## src/rtl/dmem_pkg.sv

```systemverilog
// Shared types and constants for the data-memory controller.
// Holds access-size codes, FSM states and the legality rule.
package dmem_pkg;

  localparam int ADDR_W_DEF = 14;

  localparam logic [2:0] F3_B  = 3'b000;
  localparam logic [2:0] F3_H  = 3'b001;
  localparam logic [2:0] F3_W  = 3'b010;
  localparam logic [2:0] F3_BU = 3'b100;
  localparam logic [2:0] F3_HU = 3'b101;

  typedef enum logic [1:0] {
    IDLE,
    RD_WAIT,
    DONE,
    WRITE
  } state_t;

  function automatic logic legal(
    input logic       rd,
    input logic       wr,
    input logic [2:0] f3,
    input logic [1:0] off
  );
    logic ok;
    ok = 1'b0;
    case (f3)
      F3_B, F3_BU: ok = 1'b1;
      F3_H, F3_HU: ok = ~off[0];
      F3_W:        ok = (off == 2'b00);
      default:     ok = 1'b0;
    endcase
    // stores have no unsigned forms
    if (wr && f3[2]) ok = 1'b0;
    if (rd && wr) ok = 1'b0;
    return ok;
  endfunction

endpackage

```

## src/rtl/dmem_if.sv

```systemverilog
// Core-side load/store bundle between the pipeline and dmem_ctrl.
// master is the core, slave is the controller.
interface dmem_if;

  logic [31:0] ALUResult;
  logic [31:0] ReadData2;
  logic        MemRead;
  logic        MemWrite;
  logic [2:0]  funct3;
  logic        stall;
  logic [31:0] ReadData;
  logic        misalign;

  modport master (
    output ALUResult, ReadData2, MemRead, MemWrite, funct3,
    input  stall, ReadData, misalign
  );

  modport slave (
    input  ALUResult, ReadData2, MemRead, MemWrite, funct3,
    output stall, ReadData, misalign
  );

endinterface

```

## src/rtl/dmem_lane.sv

```systemverilog
// Byte/half lane extraction with extension for loads, and
// read-modify-write lane merging for sub-word stores.
module dmem_lane
  import dmem_pkg::*;
(
  input  logic [31:0] rdata,
  input  logic [31:0] wdata,
  input  logic [2:0]  funct3,
  input  logic [1:0]  off,
  output logic [31:0] load_val,
  output logic [31:0] merged
);

  logic [7:0]  b;
  logic [15:0] h;

  always_comb begin
    b = rdata[{off, 3'b000} +: 8];
    h = off[1] ? rdata[31:16] : rdata[15:0];

    load_val = '0;
    case (funct3)
      F3_B:    load_val = {{24{b[7]}}, b};
      F3_BU:   load_val = {24'h0, b};
      F3_H:    load_val = {{16{h[15]}}, h};
      F3_HU:   load_val = {16'h0, h};
      F3_W:    load_val = rdata;
      default: load_val = '0;
    endcase

    merged = wdata;
    case (funct3[1:0])
      2'b00: begin
        merged = rdata;
        merged[{off, 3'b000} +: 8] = wdata[7:0];
      end
      2'b01: begin
        merged = rdata;
        merged[{off[1], 4'b0000} +: 16] = wdata[15:0];
      end
      default: merged = wdata;
    endcase
  end

endmodule

```

## src/rtl/dmem_ctrl.sv

```systemverilog
// Data-memory controller: single-cycle SW, three-cycle loads and
// read-modify-write SB/SH against a single-port synchronous RAM.
module dmem_ctrl
  import dmem_pkg::*;
#(
  parameter int ADDR_W = ADDR_W_DEF
) (
  input  logic              clk,
  input  logic              rst_n,
  dmem_if.slave             bus,
  output logic [ADDR_W-1:0] ram_addr,
  output logic              ram_we,
  output logic [31:0]       ram_wdata,
  input  logic [31:0]       ram_rdata
);

  state_t            state_q, state_d;
  logic [ADDR_W-1:0] addr_q;
  logic [1:0]        off_q;
  logic [31:0]       wd_q;
  logic [2:0]        f3_q;
  logic              st_q;
  logic [31:0]       res_q;

  logic              take;
  logic              req;
  logic              ok;
  logic              stall;
  logic              mis;
  logic              we;
  logic [ADDR_W-1:0] addr;
  logic [31:0]       wdata;
  logic [31:0]       rd_out;
  logic [31:0]       load_val;
  logic [31:0]       merged;

  logic unused_hi;
  assign unused_hi = ^bus.ALUResult[31:ADDR_W+2];

  assign req = bus.MemRead | bus.MemWrite;
  assign ok  = legal(bus.MemRead, bus.MemWrite,
                     bus.funct3, bus.ALUResult[1:0]);

  dmem_lane u_lane (
    .rdata    (ram_rdata),
    .wdata    (wd_q),
    .funct3   (f3_q),
    .off      (off_q),
    .load_val (load_val),
    .merged   (merged)
  );

  always_comb begin
    state_d = state_q;
    take    = 1'b0;
    stall   = 1'b0;
    mis     = 1'b0;
    we      = 1'b0;
    addr    = bus.ALUResult[ADDR_W+1:2];
    wdata   = '0;
    rd_out  = '0;
    case (state_q)
      IDLE: begin
        if (req) begin
          if (!ok) begin
            mis = 1'b1;
          end else if (bus.MemWrite && bus.funct3 == F3_W) begin
            we    = 1'b1;
            wdata = bus.ReadData2;
          end else begin
            stall   = 1'b1;
            take    = 1'b1;
            state_d = RD_WAIT;
          end
        end
      end
      RD_WAIT: begin
        stall   = 1'b1;
        addr    = addr_q;
        state_d = st_q ? WRITE : DONE;
      end
      DONE: begin
        addr    = addr_q;
        rd_out  = res_q;
        state_d = IDLE;
      end
      WRITE: begin
        addr    = addr_q;
        we      = 1'b1;
        wdata   = res_q;
        state_d = IDLE;
      end
      default: state_d = IDLE;
    endcase
  end

  // reset forces every output quiet regardless of the request
  assign bus.stall    = rst_n & stall;
  assign bus.misalign = rst_n & mis;
  assign bus.ReadData = rst_n ? rd_out : '0;
  assign ram_we       = rst_n & we;
  assign ram_addr     = rst_n ? addr : '0;
  assign ram_wdata    = rst_n ? wdata : '0;

  always_ff @(posedge clk) begin
    if (!rst_n) begin
      state_q <= IDLE;
      addr_q  <= '0;
      off_q   <= '0;
      wd_q    <= '0;
      f3_q    <= '0;
      st_q    <= 1'b0;
      res_q   <= '0;
    end else begin
      state_q <= state_d;
      if (take) begin
        addr_q <= bus.ALUResult[ADDR_W+1:2];
        off_q  <= bus.ALUResult[1:0];
        wd_q   <= bus.ReadData2;
        f3_q   <= bus.funct3;
        st_q   <= bus.MemWrite;
      end
      if (state_q == RD_WAIT)
        res_q <= st_q ? merged : load_val;
    end
  end

endmodule

```

## src/flat_wrapper.sv

```systemverilog
// flat-port wrapper written by rule: the top's interface ports become plain ports
module dmem_ctrl_flat import dmem_pkg::*;
#(
  parameter int ADDR_W = ADDR_W_DEF
)
  (clk, rst_n, ram_addr, ram_we, ram_wdata, ram_rdata, bus_ALUResult, bus_ReadData2, bus_MemRead, bus_MemWrite, bus_funct3, bus_stall, bus_ReadData, bus_misalign);
  dmem_if bus_i ();
  input  logic clk;
  input  logic rst_n;
  output logic [ADDR_W-1:0] ram_addr;
  output logic ram_we;
  output logic [31:0] ram_wdata;
  input  logic [31:0] ram_rdata;
  input wire logic [$bits(bus_i.ALUResult)-1:0] bus_ALUResult;
  input wire logic [$bits(bus_i.ReadData2)-1:0] bus_ReadData2;
  input wire logic [$bits(bus_i.MemRead)-1:0] bus_MemRead;
  input wire logic [$bits(bus_i.MemWrite)-1:0] bus_MemWrite;
  input wire logic [$bits(bus_i.funct3)-1:0] bus_funct3;
  output wire logic [$bits(bus_i.stall)-1:0] bus_stall;
  output wire logic [$bits(bus_i.ReadData)-1:0] bus_ReadData;
  output wire logic [$bits(bus_i.misalign)-1:0] bus_misalign;
  assign bus_i.ALUResult = bus_ALUResult;
  assign bus_i.ReadData2 = bus_ReadData2;
  assign bus_i.MemRead = bus_MemRead;
  assign bus_i.MemWrite = bus_MemWrite;
  assign bus_i.funct3 = bus_funct3;
  assign bus_stall = bus_i.stall;
  assign bus_ReadData = bus_i.ReadData;
  assign bus_misalign = bus_i.misalign;
  dmem_ctrl #(.ADDR_W(ADDR_W)) u_core (.clk(clk), .rst_n(rst_n), .bus(bus_i), .ram_addr(ram_addr), .ram_we(ram_we), .ram_wdata(ram_wdata), .ram_rdata(ram_rdata));
endmodule
```

## config.mk

```make
export PLATFORM = sky130hd
export DESIGN_NAME = dmem_ctrl_flat
export DESIGN_NICKNAME = d
export VERILOG_FILES = /design/src/rtl/dmem_pkg.sv /design/src/rtl/dmem_if.sv /design/src/rtl/dmem_lane.sv /design/src/rtl/dmem_ctrl.sv /design/src/flat_wrapper.sv
export SDC_FILE = /design/constraint.sdc
export NUM_CORES = 1
export LEC_CHECK = 0
export BUFFER_PORTS_ARGS = -buffer_cell sky130_fd_sc_hd__buf_2
export CORE_MARGIN = 3
export CORE_UTILIZATION = 57
export CTS_CLUSTER_SIZE = 16
export DETAILED_ROUTE_END_ITERATION = 6
export PLACE_DENSITY = 0.87
export SYNTH_ARGS = -nofsm -noshare
export SYNTH_HDL_FRONTEND = slang
export SYNTH_SLANG_ARGS = --single-unit
```

## constraint.sdc

```tcl
create_clock -name clk -period 3.7 [get_ports clk]
set_clock_uncertainty 0.1 [all_clocks]
set_input_delay 0.185 -clock clk [delete_from_list [all_inputs] [get_ports clk]]
set_output_delay 0.185 -clock clk [all_outputs]
set_load 0.01 [all_outputs]
```

==> results of run 1 <==
==> cell usage in the layout (no fill, tap or decap), types with 3 or more instances in the layout <==
cell and instances:
a211o_1 7, a21oi_1 74, a222oi_1 8, a22o_1 32, a22oi_1 13, a2bb2oi_1 6
a31oi_1 17, a32oi_1 7, a41o_1 6, and2_1 20, and3_1 33, buf_2 167
buf_4 15, clkbuf_1 3, clkbuf_8 10, dfxtp_1 86, dlygate4sd3_1 46, ha_1 10
inv_1 15, mux2_2 9, mux2i_1 31, nand2_1 30, nand2b_1 3, nand3_1 62
nand4_1 3, nor2_1 20, nor2b_1 6, o211ai_1 8, o21a_1 7, o21ai_0 84
o21ai_1 13, o41ai_1 7
==> final cells by class <==
| cell class | count | share of cell area [%] |
|---|---|---|
| multi-input combinational | 561 | 51.8 |
| tap | 133 | 2.26 |
| antenna | 1 | 0.0340 |
| sequential | 86 | 23.4 |
| timing repair buffer | 229 | 19.4 |
| clock inverter | 3 | 0.272 |
| clock buffer | 13 | 2.02 |
| inverter | 16 | 0.816 |
==> through the flow <==
step | worst slack [ns] | util (%) | hold slack, ns | instance area [um2]
final | 0.777 | 73.6 | 0.00836 | 7360
after detailed placement | 1.08 | 67.3 | 0.356 | 6730
after floorplan | 1.28 | - | 0.233 | 5990
after CTS | 0.808 | 73.5 | 0.00468 | 7350
after global placement | 1.18 | 67.3 | 0.349 | 6730
after global routing | 0.649 | 73.5 | 0.0272 | 7350
==> power groups by stage <==
stage               Combinational, mW  Sequential [mW]  Clock, mW
floorplan                       0.961             1.22          0
global placement                 1.20             1.30          0
detailed placement               1.25             1.31          0
CTS                              1.29             1.29      0.613
global route                     1.45             1.32      0.658
finish                           1.33             1.30      0.619
==> repair_timing <==
| item | 4_1_cts | 5_1_grt |
|---|---|---|
| endpoints found under the hold margin | 46 | 0 |
| endpoints found under the setup margin | 0 | 0 |
| setup buffers | 0 | 0 |
| hold buffers | 46 | 0 |
==> flip-flops by register name, summed over array words and instances (netlist names) <==
name            cells
u_core.res_q       32
u_core.wd_q        32
u_core.state_q      2
u_core.addr_q      14
u_core.off_q        2
u_core.f3_q         3
u_core.st_q         1
==> critical path, cell delays in order (launching register included) <==
cell and delay, ns:
dfxtp_1 0.41, inv_1 0.09, ha_1 0.38, nor3b_2 0.61
buf_4 0.42, a22o_1 0.20, buf_2 0.13
==> final timing paths <==
check | from | to | slack [ns] | cells past startpoint
setup / recovery | u_core.state_q[0] | ram_wdata[18] | 0.78 | 6
hold / removal | bus_ReadData2[25] | u_core.wd_q[25] | 0.008 | 3
setup reg to reg | u_core.off_q[1] | u_core.res_q[2] | 1.02 | 6
hold reg to reg | u_core.wd_q[23] | u_core.wd_q[23] | 0.38 | 2
==> layer usage <==
layer / track usage, % / part of all wire [%] / up-vias
met5: 0 / 0 / -
met2: 57.2 / 45 / 491
li1: - / - / 3139
met1: 48.9 / 40 / 3331
met4: 16.4 / 4.0 / 0
met3: 7.52 / 11 / 72
==> cells by family (layout without fill, tap and decap cells) <==
| logic type | count (synthesis) | after routing | synth area share (%) |
|---|---|---|---|
| compound gates | 305 | 305 | 34.0 |
| other cells | 0 | 1 | 0 |
| simple gates | 203 | 203 | 19.8 |
| fa+ha+maj | 10 | 10 | 2.09 |
| buf+inv | 97 | 261 | 7.79 |
| mux | 43 | 43 | 7.62 |
| flops | 86 | 86 | 28.7 |
==> impl_metrics.py, run 1 <==
metrics = {
    "worst_setup_path": {
        "cp_data_arrival_time_ns": 2.64,
        "critical_path_class": "reg -> out",
        "crit_path_start_kind": "flop",
        "cp_data_required_time_ns": 3.41,
        "path_max_fanout": 24,
        "critPathCaptureType": "primary output",
    },
    "floorplan": {
        "initial_core_util_pct": 59.9,
        "num_rows": 36,
        "coreArea_um2": 10000,
        "num_io_pins": 184,
        "dieWidth_um": 109,
        "die-area_um2": 11800,
        "die_h_um": 109,
    },
    "cells_and_area": {
        "nFillCells": 786,
        "nets": 1016,
        "drive_gt1_share_pct": 25.2,
        "area_growth_pct": 22.8,
        "multi_input_comb_area_um2": 3810,
        "finalNonFillerCells": 1042,
        "seq_area_um2": 1720,
    },
    "timing": {
        "rsz0062_at_grt": "false",
        "slew_violations": 0,
        "finalSetupTns_ns": 0,
        "tightest_slew_ns": 1.17,
        "final-hold-violation-count": 0,
        "fmax_mhz": 342,
        "post-route-min-period_ns": 2.92,
        "finalSetupViolations": 0,
        "relSlewSlack_pct": 22.0,
        "min_period_over_period_pct": 79.0,
    },
    "detailed_routing": {
        "route.detailed.drc": 0,
        "first_iter_violations": 910,
        "drt_wl_total_mm": 22.0,
        "post_drt_via_cell_ratio": 6.75,
        "ant_nets": 0,
        "wl_per_cell_um": 21.1,
        "dr.pass1.iters": 5,
        "num_vias": 7033,
    },
    "yosys": {
        "yosysMostFrequentCell": "dfxtp_1",
        "synth_edf_count": 0,
        "synth.top_cell.area_share_pct": 28.7,
        "synth_cell_type_count": 68,
        "synth_area_um2": 5990,
        "synth_warnings": 0,
        "synthFlopType": "dfxtp_1",
        "synth_commonest_cells": "86 x dfxtp_1, 84 x o21ai_0, 74 x a21oi_1, 62 x nand3_1, 41 x clkbuf_1",
        "syn_inst": 744,
        "ys_ff_latch": 86,
        "ys_async_sr_fraction_pct": 0,
        "synth_area_leaders": "dfxtp_1 29%, o21ai_0 7.0%, a21oi_1 6.2%, mux2i_1 5.2%, nand3_1 5.2%",
        "seq_area_frac_synth_pct": 28.7,
        "synth_area_leader_cell": "dfxtp_1",
        "synth_area_per_cell_um2": 8.05,
        "synth_nets": 857,
    },
    "power": {
        "clockPowerShare_pct": 19.0,
        "power_density_nw_per_um2": 443,
        "seqPwrFrac_pct": 40.0,
        "total_power_mw": 3.26,
        "peakVddDrop_mv": 0.311,
        "internal_power_mw": 1.87,
        "leakage_nw": 3.21,
        "pwr-share-comb_pct": 41.0,
        "p_switching_mw": 1.38,
        "switching_share_pct": 42.4,
    },
    "run_status": {
        "status": "finished clean",
    },
    "clocking": {
        "cts.path.max_buffers": 2,
        "cts-root-buf": "clkbuf_8",
        "cts_tree": "yes",
        "path_clk_slew_ns": 0.09,
        "clock_latency_ns": 0.37,
        "clkSinkCount": 86,
        "ctsResizeCount": 0,
        "ctsHtreeMaxLevel": 3,
        "cts_made_buffers": 9,
    },
    "placed_design": {
        "dp_cells": 979,
        "portBuffers": 167,
        "hpwl_mm": 14.5,
        "place.gp.congestion": 0.927,
    },
    "global_routing": {
        "grt_pass1_wl_mm": 34.1,
        "grt_max_degree": 62,
        "grt_overflow": 0,
        "antenna_found_initial": 0,
        "track_usage_pct": 36.7,
        "grt_pass1_vias": 6498,
    },
    "worst_hold_path": {
        "hold_class": "in -> reg",
    },
    "run": {
        "maxCapViolations": 0,
    },
}
No activity file was read; power rests on OpenSTA's default activity.
==> run 2: changes to the inputs <==
--- a/config.mk
+++ b/config.mk
@@ -5,12 +5,13 @@
 export SDC_FILE = /design/constraint.sdc
 export NUM_CORES = 1
 export LEC_CHECK = 0
+export ABC_AREA = 1
 export BUFFER_PORTS_ARGS = -buffer_cell sky130_fd_sc_hd__buf_2
 export CORE_MARGIN = 3
-export CORE_UTILIZATION = 57
+export CORE_UTILIZATION = 50
 export CTS_CLUSTER_SIZE = 16
 export DETAILED_ROUTE_END_ITERATION = 6
-export PLACE_DENSITY = 0.87
+export PLACE_DENSITY = 0.79
 export SYNTH_ARGS = -nofsm -noshare
 export SYNTH_HDL_FRONTEND = slang
 export SYNTH_SLANG_ARGS = --single-unit
==> constraint.sdc (replaced) <==
create_clock -name clk -period 2.5 [get_ports clk]
set_clock_uncertainty 0.1 [all_clocks]
set_input_delay 0.125 -clock clk [delete_from_list [all_inputs] [get_ports clk]]
set_output_delay 0.125 -clock clk [all_outputs]
set_load 0.01 [all_outputs]
==> run 2 against run 1 <==
Clock-buffer cell count fell by 3. Die area rose by 36%. First-iteration DRC count is 15% higher. Sequential share of layout area fell by 3.8 points. Worst hold slack worse by 0.0051 ns. Flip-flop and latch count unchanged. Critical path depth is 3 higher. Power rose by 110%. Register-to-register slack lost 0.84 ns. Combinational power grew to 2.6 times the previous value. Largest power group unchanged.
==> impl_metrics.py, run 2 <==
metrics = {
    "placed_design": {
        "dpl_worst_slack_ns": 0.283,
        "dpl_cell_area_um2": 8160,
        "place.gp.congestion": 0.993,
        "portBuffers": 167,
        "hpwl_mm": 19.4,
        "dp_cells": 1650,
    },
    "floorplan": {
        "die-area_um2": 16100,
        "num_rows": 43,
        "dieWidth_um": 127,
        "initial_core_util_pct": 51.9,
        "coreArea_um2": 14000,
        "die_h_um": 127,
        "num_io_pins": 184,
    },
    "yosys": {
        "synth_area_um2": 7290,
        "synth_edf_count": 0,
        "synth_area_leaders": "nand2_1 25%, dfxtp_1 24%, inv_1 9.0%, nor2_1 8.6%, a21oi_1 8.2%",
        "synthFlopType": "dfxtp_1",
        "ys_async_sr_fraction_pct": 0,
        "synth.top_cell.area_share_pct": 24.6,
        "seq_area_frac_synth_pct": 23.6,
        "synth_warnings": 0,
        "synth_nets": 1477,
        "synth_commonest_cells": "477 x nand2_1, 174 x inv_1, 167 x nor2_1, 120 x a21oi_1, 118 x nand3_1",
        "syn_inst": 1364,
        "yosysMostFrequentCell": "nand2_1",
        "synth_cell_type_count": 29,
        "synth_area_per_cell_um2": 5.34,
        "ys_ff_latch": 86,
        "synth_area_leader_cell": "nand2_1",
    },
    "detailed_routing": {
        "post_drt_via_cell_ratio": 5.44,
        "drt_wl_total_mm": 27.5,
        "dr.pass1.iters": 6,
        "ant_nets": 0,
        "wl_per_cell_um": 16.2,
        "first_iter_violations": 1042,
        "route.detailed.drc": 0,
        "num_vias": 9256,
    },
    "worst_setup_path": {
        "path_max_fanout": 35,
        "critical_path_class": "in -> out",
        "regToRegSetupSlack_ns": 0.18,
        "reg2regPathDepth": 11,
        "r2r-start": "u_core.off_q[0]",
        "critPathCaptureType": "primary output",
        "cp_data_arrival_time_ns": 2.20,
        "cp_data_required_time_ns": 2.28,
        "r2r-end": "u_core.res_q[5]",
        "crit_path_start_kind": "primary input",
        "cp-startpoint": "bus_funct3[0]",
    },
    "timing": {
        "rsz0062_at_grt": "false",
        "setup_ws_ns": 0.0770,
        "fmax_mhz": 413,
        "slew_violations": 0,
        "hold_ws_ns": 0.00325,
        "post-route-min-period_ns": 2.42,
        "min_period_over_period_pct": 96.9,
        "final-hold-violation-count": 0,
        "finalSetupViolations": 0,
        "finalSetupTns_ns": 0,
        "tightest_slew_ns": 0.698,
        "relSlewSlack_pct": 53.4,
    },
    "power": {
        "power_density_nw_per_um2": 769,
        "peakVddDrop_mv": 0.557,
        "leakage_nw": 4.54,
        "total_power_mw": 6.76,
    },
    "run": {
        "maxCapViolations": 0,
    },
    "worst_hold_path": {
        "hold_path_end": "u_core.addr_q[11]",
        "min_path_cells": 5,
        "hp-start": "bus_ALUResult[13]",
        "hold_class": "in -> reg",
    },
    "cells_and_area": {
        "postLayoutCoreUtil_pct": 62.7,
        "final_common_cell": "nand2_1",
        "final_cell_area_um2": 8800,
        "nets": 1630,
        "area_growth_pct": 20.7,
        "layout_top_registers": "u_core.res_q x32, u_core.wd_q x32, u_core.addr_q x14",
        "finalNonFillerCells": 1700,
        "mostFrequentLayoutCells": "477 x nand2_1, 173 x inv_1, 167 x buf_2, 166 x nor2_1, 120 x a21oi_1",
        "drive_gt1_share_pct": 14.9,
        "num_antenna_cells": 0,
    },
    "global_routing": {
        "grt_overflow": 0,
        "track_usage_pct": 33.5,
        "grt_pass1_wl_mm": 43.4,
        "antenna_found_initial": 1,
        "use_met2_pct": 50.2,
        "met1_usage_pct": 46.5,
        "grt_pass1_vias": 8256,
        "grt-busiest-layer": "met2",
        "use_met3_pct": 9.09,
        "grt_max_degree": 78,
    },
    "clocking": {
        "clkSinkCount": 86,
        "cts_made_buffers": 9,
        "cts_tree": "yes",
        "path_clk_slew_ns": 0.06,
        "clock_latency_ns": 0.36,
        "ctsHtreeMaxLevel": 3,
        "cts.path.max_buffers": 2,
        "cts_setup_buffers": 0,
        "cts-root-buf": "clkbuf_16",
    },
    "run_status": {
        "status": "finished clean",
    },
}
==> run 2: cell types whose count changed in the layout (fill, tap and decap cells not counted), sizes merged, moves of 21 or more <==
cell	before	now
a21oi	75	120
a22o	32	0
and2	21	0
and3	35	0
inv	16	175
mux2i	31	0
nand2	30	480
nand3	63	119
nor2	21	171
nor3	1	23
o21ai	97	40
==> run 2: report_power, final <==
group / internal, mW / switching, mW
clock network: 0.762 / 0.565
registers: 1.70 / 0.239
logic: 1.11 / 2.39
total: 3.57 / 3.19
==> run 2: layout make-up <==
class | instances | area (um2)
clock buffers | 10 | 229
clock inverters | 4 | 50.0
fillers | 1413 | 5240
inverters | 179 | 674
multi-input cells | 1006 | 4430
flip-flops and latches | 86 | 1720
well taps | 180 | 225
repair buffers | 235 | 1470
==> run 2: logic make-up (layout without fill, tap and decap cells) <==
kind of cell	Yosys count	count (layout)	synth area share, %
buf+inv	272	428	15.7
compound gates	182	182	13.3
flops	86	86	23.6
simple gates	814	814	45.6
fa+ha+maj	10	10	1.72
==> run 2: worst max path at each step <==
stage / endpoint / slack [ns] / depth (start not counted)
3_3_place_gp: u_core.res_q[5] / 0.33 / 11
4_1_cts: ram_wdata[20] / 0.1 / 9
2_1_floorplan: u_core.res_q[5] / 0.27 / 14
5_1_grt: ram_wdata[7] / 0.007 / 5
3_5_place_dp: u_core.res_q[5] / 0.28 / 11
6_report: ram_wdata[24] / 0.08 / 9
==> run 2: critical path, cell delays in order <==
cell and delay (ns):
dlygate4sd3_1 0.54, buf_2 0.16, o21ai_0 0.28, nand2_1 0.16, nor2_4 0.14, buf_6 0.27, nand3_1 0.14, a21oi_1 0.19
buf_2 0.17
==> run 2: repair_timing <==
action / 4_1_cts / 5_1_grt
endpoints found under the setup margin: 0 / 11
endpoints found under the hold margin: 36 / 0
gates resized for setup: 0 / 1
hold buffers: 36 / 0
==> run 2: metal layers <==
metal	vias to the layer above	part of all wire (%)
li1	4536	-
met5	-	0.047
met2	624	42
met1	4002	41
met4	2	2.9
met3	92	13
==> run 3: changes to the inputs <==
--- a/config.mk
+++ b/config.mk
@@ -7,10 +7,12 @@
 export LEC_CHECK = 0
 export ABC_AREA = 1
 export BUFFER_PORTS_ARGS = -buffer_cell sky130_fd_sc_hd__buf_2
+export CAP_MARGIN = 20
 export CORE_MARGIN = 3
 export CORE_UTILIZATION = 50
 export CTS_CLUSTER_SIZE = 16
 export DETAILED_ROUTE_END_ITERATION = 6
+export MAX_ROUTING_LAYER = met4
 export PLACE_DENSITY = 0.79
 export SYNTH_ARGS = -nofsm -noshare
 export SYNTH_HDL_FRONTEND = slang
==> run 3 against run 2 <==
Critical path depth is 2 higher. Largest cell class unchanged. Die area stayed put. Utilization grew 0.39 points. Power rose by 2.6%. Clock-buffer cell count grew 1. Clock power is 13% higher.
==> impl_metrics.py, run 3 (synthesis gave the netlist of run 2 again) <==
metrics = {
    "detailed_routing": {
        "post_drt_via_cell_ratio": 5.47,
        "wl_per_cell_um": 16.3,
        "dr.pass1.iters": 6,
        "num_vias": 9304,
        "drt_wl_total_mm": 27.7,
        "ant_nets": 0,
        "first_iter_violations": 1270,
        "route.detailed.drc": 0,
    },
    "timing": {
        "finalSetupTns_ns": 0,
        "finalSetupViolations": 0,
        "fmax_mhz": 424,
        "final-hold-violation-count": 0,
        "relSlewSlack_pct": 50.2,
        "min_period_over_period_pct": 94.3,
        "post-route-min-period_ns": 2.36,
        "tightest_slew_ns": 0.746,
        "rsz0062_at_grt": "false",
        "slew_violations": 0,
    },
    "clocking": {
        "ctsHtreeMaxLevel": 3,
        "cts_setup_buffers": 0,
        "cts_made_buffers": 9,
        "cts-root-buf": "clkbuf_16",
        "path_clk_slew_ns": 0.06,
        "cts.path.max_buffers": 2,
        "clkSinkCount": 86,
        "clock_latency_ns": 0.36,
        "cts_tree": "yes",
    },
    "worst_setup_path": {
        "critPathTopFamily": "buffers and inverters",
        "cp-startpoint": "bus_funct3[2]",
        "crit_path_start_kind": "primary input",
        "path_cells": "dlygate4sd3_1 -> buf_2 -> inv_1 -> nand3_2 -> nor2_1 -> nor2_1 -> nor2_4 -> buf_4 -> nand3_1 -> a21oi_1 -> buf_2",
        "r2r-start": "u_core.off_q[1]",
        "critical_path_class": "in -> out",
        "cp.buffers_inverters": 5,
        "crit_slowest_cell": "dlygate4sd3_1",
        "path_max_fanout": 34,
        "cp_data_arrival_time_ns": 2.13,
        "cp_data_required_time_ns": 2.28,
        "critPathCaptureType": "primary output",
        "cp_slowest_stage_delay_ns": 0.54,
    },
    "cells_and_area": {
        "drive_gt1_share_pct": 15.2,
        "num_antenna_cells": 0,
        "layout_top_registers": "u_core.res_q x32, u_core.wd_q x32, u_core.addr_q x14",
        "final_common_cell": "nand2_1",
        "nets": 1629,
        "area_growth_pct": 21.5,
        "mostFrequentLayoutCells": "477 x nand2_1, 173 x inv_1, 167 x buf_2, 166 x nor2_1, 120 x a21oi_1",
    },
    "global_routing": {
        "grt_max_degree": 78,
        "track_usage_pct": 34.9,
        "grt_pass1_vias": 8514,
        "grt_overflow": 0,
        "grt_pass1_wl_mm": 43.7,
        "antenna_found_initial": 0,
    },
    "floorplan": {
        "die-area_um2": 16100,
        "initial_core_util_pct": 51.9,
        "num_rows": 43,
        "coreArea_um2": 14000,
        "dieWidth_um": 127,
        "num_io_pins": 184,
        "die_h_um": 127,
    },
    "run": {
        "maxCapViolations": 0,
    },
    "run_status": {
        "status": "finished clean",
    },
    "power": {
        "leakage_nw": 4.57,
        "peakVddDrop_mv": 0.610,
        "total_power_mw": 6.94,
        "power_density_nw_per_um2": 784,
    },
    "worst_hold_path": {
        "hold_class": "in -> reg",
        "hp-start": "bus_ALUResult[14]",
    },
    "placed_design": {
        "place.gp.congestion": 0.988,
        "hpwl_mm": 19.3,
        "portBuffers": 167,
    },
}
-- run 3: cell count changes in the layout (fill, tap and decap cells not counted), sizes merged --
cell,previous run,this run
dlygate4sd3,36,35
bufinv,1,2
clkinvlp,2,1
clkbuf,10,11
clkinv,5,6
-- run 3: layer usage --
metal | GRT usage [%] | routed length [um] | vias up
met5 | - | 0 | -
met4 | 16.2 | 1160 | 0
met3 | 8.04 | 3660 | 101
met2 | 50.0 | 11400 | 617
met1 | 46.4 | 11500 | 4043
li1 | - | - | 4543
-- run 3: final timing paths --
path                       end  slack [ns]  depth (start not counted)
max              ram_wdata[10]        0.14                         11
min reg2reg   u_core.addr_q[4]        0.35                          2
max reg2reg   u_core.res_q[13]        0.24                         12
min          u_core.addr_q[12]        0.01                          5
-- run 3: power breakdown --
group          internal [mW]  leakage [nW]  total [mW]  switching (mW)
registers               1.70         0.704        1.94           0.236
clock network          0.906         0.160        1.50           0.593
logic                   1.11          3.71        3.50            2.39
-- run 3: area by class of cell --
type,instances,area (um2)
clock inverter,5,82.6
fill,1400,5190
clock buffer,11,243
multi-input combinational,1006,4430
inverter,179,678
sequential,86,1720
tap,180,225
timing repair buffer,234,1470
-- run 3: stage by stage --
| step | hold slack [ns] | std cells | utilization [%] | setup slack [ns] | area [um2] |
|---|---|---|---|---|---|
| global placement | 0.266 | 1650 | 58.2 | 0.300 | 8170 |
| finish | 0.0144 | 1701 | 63.0 | 0.142 | 8850 |
| floorplan | 0.160 | 1364 | - | 0.271 | 7290 |
| CTS | 0.00570 | 1701 | 63.0 | 0.0561 | 8840 |
| detailed placement | 0.271 | 1650 | 58.2 | 0.288 | 8170 |
| global route | 0.0285 | 1701 | 63.0 | 0.000812 | 8850 |
-- run 3: worst register-to-register path, delay by kind of cell, from the launching register on --
family / cells / cell delay, ns
adder cells (fa/ha/maj): 1 / 0.45
flip-flops: 1 / 0.32
AND/OR/NAND/NOR: 7 / 0.70
buffers and inverters: 4 / 0.59
-- run 3: timing repair --
item                                   CTS  global route
endpoints found under the hold margin   35             0
hold buffers                            35             0
resized for setup                        0             3
setup endpoints to repair                0            28
